**src/rtl/adam_axil_to_mem_pkg.sv**
```systemverilog
// Shared types for the AXI-Lite to memory request bridge.
// FSM encoding and AXI response codes.
package adam_axil_to_mem_pkg;

  typedef enum logic [2:0] {
    IDLE,
    WR_REQ,
    RD_REQ,
    RD_WAIT,
    B_RESP,
    R_RESP
  } state_t;

  typedef logic [1:0] resp_t;

  localparam resp_t RESP_OKAY   = 2'b00;
  localparam resp_t RESP_SLVERR = 2'b10;

  function automatic resp_t err2resp(
    input logic err
  );
    return err ? RESP_SLVERR : RESP_OKAY;
  endfunction

endpackage

```
**src/rtl/adam_axil_if.sv**
```systemverilog
// AXI-Lite bus bundle with master and slave views.
// Widths follow the instance parameters.
interface adam_axil_if #(
  parameter int ADDR_WIDTH = 32,
  parameter int DATA_WIDTH = 32
);
  localparam int STRB_WIDTH = DATA_WIDTH / 8;

  logic [ADDR_WIDTH-1:0] aw_addr;
  logic [2:0]            aw_prot;
  logic                  aw_valid;
  logic                  aw_ready;
  logic [DATA_WIDTH-1:0] w_data;
  logic [STRB_WIDTH-1:0] w_strb;
  logic                  w_valid;
  logic                  w_ready;
  logic [1:0]            b_resp;
  logic                  b_valid;
  logic                  b_ready;
  logic [ADDR_WIDTH-1:0] ar_addr;
  logic [2:0]            ar_prot;
  logic                  ar_valid;
  logic                  ar_ready;
  logic [DATA_WIDTH-1:0] r_data;
  logic [1:0]            r_resp;
  logic                  r_valid;
  logic                  r_ready;

  modport slv (
    input  aw_addr, aw_prot, aw_valid,
    output aw_ready,
    input  w_data, w_strb, w_valid,
    output w_ready,
    output b_resp, b_valid,
    input  b_ready,
    input  ar_addr, ar_prot, ar_valid,
    output ar_ready,
    output r_data, r_resp, r_valid,
    input  r_ready
  );

  modport mst (
    output aw_addr, aw_prot, aw_valid,
    input  aw_ready,
    output w_data, w_strb, w_valid,
    input  w_ready,
    input  b_resp, b_valid,
    output b_ready,
    output ar_addr, ar_prot, ar_valid,
    input  ar_ready,
    input  r_data, r_resp, r_valid,
    output r_ready
  );

endinterface

```
**src/rtl/adam_axil_to_mem.sv**
```systemverilog
// AXI-Lite slave serialising reads and writes into
// one req/gnt memory transaction at a time.
module adam_axil_to_mem
  import adam_axil_to_mem_pkg::*;
#(
  parameter  int ADDR_WIDTH = 32,
  parameter  int DATA_WIDTH = 32,
  localparam int STRB_WIDTH = DATA_WIDTH / 8
) (
  input  logic                  clk,
  input  logic                  rst,
  adam_axil_if.slv              slv,
  output logic                  mem_req,
  input  logic                  mem_gnt,
  output logic [ADDR_WIDTH-1:0] mem_addr,
  output logic                  mem_we,
  output logic [STRB_WIDTH-1:0] mem_be,
  output logic [DATA_WIDTH-1:0] mem_wdata,
  input  logic                  mem_rvalid,
  input  logic [DATA_WIDTH-1:0] mem_rdata,
  input  logic                  mem_err
);

  typedef logic [ADDR_WIDTH-1:0] addr_t;
  typedef logic [DATA_WIDTH-1:0] data_t;
  typedef logic [STRB_WIDTH-1:0] strb_t;

  localparam addr_t LOW_MASK = addr_t'(STRB_WIDTH - 1);

  state_t state;
  state_t state_nx;
  logic   live;
  logic   ptr_wr;
  logic   wr_ok;
  logic   rd_ok;
  logic   pick_wr;
  logic   take_wr;
  logic   take_rd;
  resp_t  b_resp;
  resp_t  r_resp;
  data_t  r_data;
  logic   unused;

  assign unused = ^{slv.aw_prot, slv.ar_prot};

  assign wr_ok   = slv.aw_valid & slv.w_valid;
  assign rd_ok   = slv.ar_valid;
  assign pick_wr = wr_ok & (ptr_wr | ~rd_ok);
  // live keeps every ready low while reset is held
  assign take_wr = live & (state == IDLE) & pick_wr;
  assign take_rd = live & (state == IDLE) & rd_ok & ~pick_wr;

  always_ff @(posedge clk or negedge rst) begin
    if (!rst) begin
      state <= IDLE;
      live  <= 1'b0;
    end else begin
      state <= state_nx;
      live  <= 1'b1;
    end
  end

  always_comb begin
    state_nx = state;
    unique case (state)
      IDLE: begin
        if (take_wr)      state_nx = WR_REQ;
        else if (take_rd) state_nx = RD_REQ;
      end
      WR_REQ:  if (mem_gnt)     state_nx = B_RESP;
      RD_REQ:  if (mem_gnt)     state_nx = RD_WAIT;
      RD_WAIT: if (mem_rvalid)  state_nx = R_RESP;
      B_RESP:  if (slv.b_ready) state_nx = IDLE;
      R_RESP:  if (slv.r_ready) state_nx = IDLE;
      default:                  state_nx = IDLE;
    endcase
  end

  always_comb begin
    slv.aw_ready = take_wr;
    slv.w_ready  = take_wr;
    slv.ar_ready = take_rd;
    slv.b_valid  = (state == B_RESP);
    slv.r_valid  = (state == R_RESP);
    slv.b_resp   = b_resp;
    slv.r_resp   = r_resp;
    slv.r_data   = r_data;
  end

  always_ff @(posedge clk or negedge rst) begin
    if (!rst) begin
      ptr_wr    <= 1'b1;
      mem_req   <= 1'b0;
      mem_addr  <= '0;
      mem_we    <= 1'b0;
      mem_be    <= '0;
      mem_wdata <= '0;
      b_resp    <= RESP_OKAY;
      r_resp    <= RESP_OKAY;
      r_data    <= '0;
    end else begin
      if (take_wr) begin
        ptr_wr    <= 1'b0;
        mem_req   <= 1'b1;
        mem_we    <= 1'b1;
        mem_addr  <= slv.aw_addr & ~LOW_MASK;
        mem_be    <= slv.w_strb;
        mem_wdata <= slv.w_data;
      end else if (take_rd) begin
        ptr_wr   <= 1'b1;
        mem_req  <= 1'b1;
        mem_we   <= 1'b0;
        mem_addr <= slv.ar_addr & ~LOW_MASK;
        mem_be   <= '1;
      end else if (mem_req && mem_gnt) begin
        mem_req <= 1'b0;
        if (mem_we) b_resp <= err2resp(mem_err);
      end
      if (state == RD_WAIT && mem_rvalid) begin
        r_data <= mem_rdata;
        r_resp <= err2resp(mem_err);
      end
    end
  end

endmodule
```
**src/flat_wrapper.sv**
```systemverilog
// flat-port wrapper written by rule: the top's interface ports become plain ports
module adam_axil_to_mem_flat import adam_axil_to_mem_pkg::*;
#(
  parameter  int ADDR_WIDTH = 32,
  parameter  int DATA_WIDTH = 32,
  localparam int STRB_WIDTH = DATA_WIDTH / 8
)
  (clk, rst, mem_req, mem_gnt, mem_addr, mem_we, mem_be, mem_wdata, mem_rvalid, mem_rdata, mem_err, slv_aw_addr, slv_aw_prot, slv_aw_valid, slv_aw_ready, slv_w_data, slv_w_strb, slv_w_valid, slv_w_ready, slv_b_resp, slv_b_valid, slv_b_ready, slv_ar_addr, slv_ar_prot, slv_ar_valid, slv_ar_ready, slv_r_data, slv_r_resp, slv_r_valid, slv_r_ready);
  adam_axil_if #(.ADDR_WIDTH(ADDR_WIDTH), .DATA_WIDTH(DATA_WIDTH)) slv_i ();
  input  logic clk;
  input  logic rst;
  output logic mem_req;
  input  logic mem_gnt;
  output logic [ADDR_WIDTH-1:0] mem_addr;
  output logic mem_we;
  output logic [STRB_WIDTH-1:0] mem_be;
  output logic [DATA_WIDTH-1:0] mem_wdata;
  input  logic mem_rvalid;
  input  logic [DATA_WIDTH-1:0] mem_rdata;
  input  logic mem_err;
  input wire logic [$bits(slv_i.aw_addr)-1:0] slv_aw_addr;
  input wire logic [$bits(slv_i.aw_prot)-1:0] slv_aw_prot;
  input wire logic [$bits(slv_i.aw_valid)-1:0] slv_aw_valid;
  output wire logic [$bits(slv_i.aw_ready)-1:0] slv_aw_ready;
  input wire logic [$bits(slv_i.w_data)-1:0] slv_w_data;
  input wire logic [$bits(slv_i.w_strb)-1:0] slv_w_strb;
  input wire logic [$bits(slv_i.w_valid)-1:0] slv_w_valid;
  output wire logic [$bits(slv_i.w_ready)-1:0] slv_w_ready;
  output wire logic [$bits(slv_i.b_resp)-1:0] slv_b_resp;
  output wire logic [$bits(slv_i.b_valid)-1:0] slv_b_valid;
  input wire logic [$bits(slv_i.b_ready)-1:0] slv_b_ready;
  input wire logic [$bits(slv_i.ar_addr)-1:0] slv_ar_addr;
  input wire logic [$bits(slv_i.ar_prot)-1:0] slv_ar_prot;
  input wire logic [$bits(slv_i.ar_valid)-1:0] slv_ar_valid;
  output wire logic [$bits(slv_i.ar_ready)-1:0] slv_ar_ready;
  output wire logic [$bits(slv_i.r_data)-1:0] slv_r_data;
  output wire logic [$bits(slv_i.r_resp)-1:0] slv_r_resp;
  output wire logic [$bits(slv_i.r_valid)-1:0] slv_r_valid;
  input wire logic [$bits(slv_i.r_ready)-1:0] slv_r_ready;
  assign slv_i.aw_addr = slv_aw_addr;
  assign slv_i.aw_prot = slv_aw_prot;
  assign slv_i.aw_valid = slv_aw_valid;
  assign slv_aw_ready = slv_i.aw_ready;
  assign slv_i.w_data = slv_w_data;
  assign slv_i.w_strb = slv_w_strb;
  assign slv_i.w_valid = slv_w_valid;
  assign slv_w_ready = slv_i.w_ready;
  assign slv_b_resp = slv_i.b_resp;
  assign slv_b_valid = slv_i.b_valid;
  assign slv_i.b_ready = slv_b_ready;
  assign slv_i.ar_addr = slv_ar_addr;
  assign slv_i.ar_prot = slv_ar_prot;
  assign slv_i.ar_valid = slv_ar_valid;
  assign slv_ar_ready = slv_i.ar_ready;
  assign slv_r_data = slv_i.r_data;
  assign slv_r_resp = slv_i.r_resp;
  assign slv_r_valid = slv_i.r_valid;
  assign slv_i.r_ready = slv_r_ready;
  adam_axil_to_mem #(.ADDR_WIDTH(ADDR_WIDTH), .DATA_WIDTH(DATA_WIDTH)) u_core (.clk(clk), .rst(rst), .slv(slv_i), .mem_req(mem_req), .mem_gnt(mem_gnt), .mem_addr(mem_addr), .mem_we(mem_we), .mem_be(mem_be), .mem_wdata(mem_wdata), .mem_rvalid(mem_rvalid), .mem_rdata(mem_rdata), .mem_err(mem_err));
endmodule
```
**config.mk**
```make
export PLATFORM = sky130hd
export DESIGN_NAME = adam_axil_to_mem_flat
export DESIGN_NICKNAME = d
export VERILOG_FILES = /design/src/rtl/adam_axil_to_mem_pkg.sv /design/src/rtl/adam_axil_if.sv /design/src/rtl/adam_axil_to_mem.sv /design/src/flat_wrapper.sv
export SDC_FILE = /design/constraint.sdc
export NUM_CORES = 1
export LEC_CHECK = 0
export BUFFER_PORTS_ARGS = -buffer_cell sky130_fd_sc_hd__buf_2
export CAP_MARGIN = 25
export CORE_MARGIN = 4
export CORE_UTILIZATION = 40
export DETAILED_ROUTE_END_ITERATION = 10
export GPL_ROUTABILITY_DRIVEN = 0
export PLACE_DENSITY = 0.82
export REMOVE_ABC_BUFFERS = 1
export SLEW_MARGIN = 20
export SYNTH_ARGS = -nofsm -noshare
export SYNTH_HDL_FRONTEND = slang
export SYNTH_SLANG_ARGS = --single-unit
```
**constraint.sdc**
```tcl
create_clock -name clk -period 3.61 [get_ports clk]
set_input_delay 0.361 -clock clk [delete_from_list [all_inputs] [get_ports clk]]
set_output_delay 0.361 -clock clk [all_outputs]
set_load 0.02 [all_outputs]
```
==> qor.txt <==
=================================================================================
Area used by sequential logic in the layout ........................ 0.00268 mm^2
Fmax ...............................................................      419 MHz
Category of the worst setup path capture point .....................  output port
Number of synthesis warnings .......................................            0
Skew final .........................................................      12.7 ps
Total of fill cells in the finished design .........................         1000
CTS HTree Levels ...................................................            3
Number of antenna violations at the first check in global routing ..            0
Sequential fraction of the synthesis area ..........................        56.7%
Element type at the critical path start ............................         flop
Post-synthesis instance area ....................................... 0.00473 mm^2
Full die area ......................................................  0.0136 mm^2
Number of global-route vias before repair ..........................         3730
Nets@finish ........................................................          749
Measured slew at the worst slew-check pin ..........................       739 ps
Drt drc ............................................................            0
Number of clock buffers inserted by TritonCTS ......................            9
Post-CTS setup repair buffer count .................................            0
Yosys reg bits .....................................................          107
Aggregate global-route resource usage ..............................        17.0%
Synth unique cells .................................................           41
Library cell occupying the most area in the post-synthesis netlist .      dfrtp_1
Setup Crit Path Kind ...............................................      reg2out
Starting density of the core .......................................        41.0%
Status ............................................................. finished, final reports clean
Largest net degree at the start of global routing ..................           85
Leftover overflow at the end of global routing .....................            0
Cell leakage power .................................................      3.24 nW
Commonest non-fill, non-tap cells in the layout .................... buf_2 (243), dfrtp_1 (106), mux2_2 (40)
Slew Limit Fails ...................................................            0
Synthesized area per cell ..........................................    12.8 um^2
Max Cap Violations .................................................            0
Minimum hold slack .................................................      67.7 ps
Clock tree from TritonCTS ..........................................        built
Chip height ........................................................       117 um
Total routed wirelength ............................................      12.1 mm
CP arrival .........................................................      2030 ps
Number of nets still failing antenna checks after routing ..........            0
Fin crit share .....................................................        66.2%
Post-cts sizing count ..............................................            0
Antenna cells ......................................................            0
Maximum vdd drop ...................................................     0.326 mV
Standard cell core area ............................................  0.0115 mm^2
Final design instance area without fill ............................ 0.00634 mm^2
Vias post-DR .......................................................         3726
Path type of the worst min-delay path ..............................     in2async
Maximum buffer depth of the clock tree .............................            2
Data required time of the worst path ...............................      3250 ps
Power Dens Cells ...................................................  893 mW/mm^2
EDFF count, synth ..................................................            0
DR iter-0 viols ....................................................          153
Setup repair after global routing missed its margin ................           no
Die extent in x ....................................................       117 um
Fraction of synthesis flops using an asynchronous set or reset pin .         100%
Wire per inst ......................................................      16.2 um
Ratio of cells with drive above 1 in the final layout ..............        55.1%
Area fraction of the dominant cell type after synthesis ............        56.1%
CTS Hold Bufs ......................................................            0
Slew margin rel. ...................................................        50.7%
CTS clock-pin slew for the worst setup and hold paths ..............        80 ps
Number of vias per cell after detailed routing .....................         4.97
Clock sinks ........................................................          107
Clock root buffer ..................................................    clkbuf_16
Critical path fanouts, max .........................................           37
Number of instances in the synthesized netlist .....................          370
Placed instance area ............................................... 0.00597 mm^2
DP Wirelength ......................................................      9.04 mm
Most common flop cell mapped by yosys ..............................      dfrtp_1
Final count of hold timing violations ..............................            0
Post-route setup TNS ...............................................         0 ps
I/O Buffers ........................................................          244
Final setup violating endpoints ....................................            0
Number of placed I/O pins ..........................................          259
Insertion delay of the later-clocked pin in the worst-skew pair ....       340 ps
First-pass GRT wire length .........................................      18.3 mm
Commonest non-fill, non-tap cell in the layout .....................        buf_2
Number of iterations in the first detailed-routing pass ............            4
Shortest period the worst path allows ..............................      2390 ps
Number of rows in the core area ....................................           39
Area Overhead vs Synth .............................................        34.2%
Top cells by area in the synthesized netlist ....................... dfrtp_1 (56%), mux2_2 (9.5%), mux2_4 (6.4%)
Multi-input gate area in the final layout .......................... 0.00182 mm^2
=================================================================================
-- routing by layer --
metal | vias up | routed length, um | track usage [%]
met5 | - | 0 | 0
li1 | 1774 | - | -
met4 | 0 | 239 | 6.50
met3 | 17 | 788 | 3.83
met2 | 158 | 6120 | 28.9
met1 | 1777 | 5000 | 21.2
-- critical path, stage by stage, from the launching register on --
cell      delay, ps
dfrtp_1         530
nor4b_4         460
nand2_4         130
clkinv_4        320
buf_2           240
-- synth_stat cells, types with 4 or more instances --
cell type    n
a21boi_0    30
buf_2        8
buf_4        5
clkbuf_1    13
dfrtp_1    106
inv_1        4
mux2_1       6
mux2_2      40
mux2_4      20
nand2_1     34
o211ai_1    30
o21ai_0     31
o22a_1       4
-- state kept, by name (all words and copies together) (netlist names) --
| name | cells |
|---|---|
| u_core.mem_wdata | 32 |
| u_core.slv.r_data | 32 |
| u_core.mem_addr | 30 |
| u_core.mem_be | 4 |
| u_core.state | 3 |
| u_core.live | 1 |
| u_core.mem_req | 1 |
| u_core.mem_we | 1 |
| u_core.ptr_wr | 1 |
| u_core.slv.b_resp | 1 |
| u_core.slv.r_resp | 1 |
-- cell families after synthesis --
group / after synthesis / synth area share, %
compound gates: 107 / 15.2
buf+inv: 38 / 5.00
simple gates: 49 / 5.40
mux: 67 / 17.5
other cells: 2 / 0.159
flops: 107 / 56.7
-- layout make-up --
| class | count | share of cell area, % |
|---|---|---|
| flip-flops and latches | 107 | 42.2 |
| multi-input cells | 228 | 28.7 |
| repair buffers | 250 | 20.2 |
| clock buffers | 10 | 3.77 |
| well taps | 143 | 2.82 |
| clock inverters | 6 | 1.87 |
| inverters | 5 | 0.375 |
-- path summary, 6_finish.rpt --
path / startpoint / slack, ps / endpoint / cells past startpoint
worst max-delay path: u_core.state[1] / 1220 / slv_aw_ready / 4
worst min-delay path: rst / 70 / u_core.mem_wdata[14] / 1
worst max register to register: u_core.state[1] / 1660 / u_core.mem_wdata[10] / 4
worst min register to register: u_core.mem_addr[19] / 480 / u_core.mem_addr[19] / 2
max in group asynchronous: rst / 2740 / u_core.slv.r_data[1] / 2
min in group clk: slv_w_data[6] / 230 / u_core.mem_wdata[6] / 2
-- through the flow --
step	cells	worst slack (ps)	power (mW)	util, %
after floorplan	340	1180	3.60	-
after global placement	732	1300	4.46	51.8
after detailed placement	732	1230	4.55	51.8
after CTS	748	850	5.73	54.9
after global routing	749	1100	6.02	55.1
final	749	1220	5.67	55.1
-- power by group --
group | switching (mW) | total (mW) | internal [mW]
registers | 0.341 | 2.12 | 1.78
clock network | 0.446 | 1.15 | 0.707
logic | 1.41 | 2.39 | 0.982
total | 2.20 | 5.67 | 3.47
(Power assumes the default switching activity.)
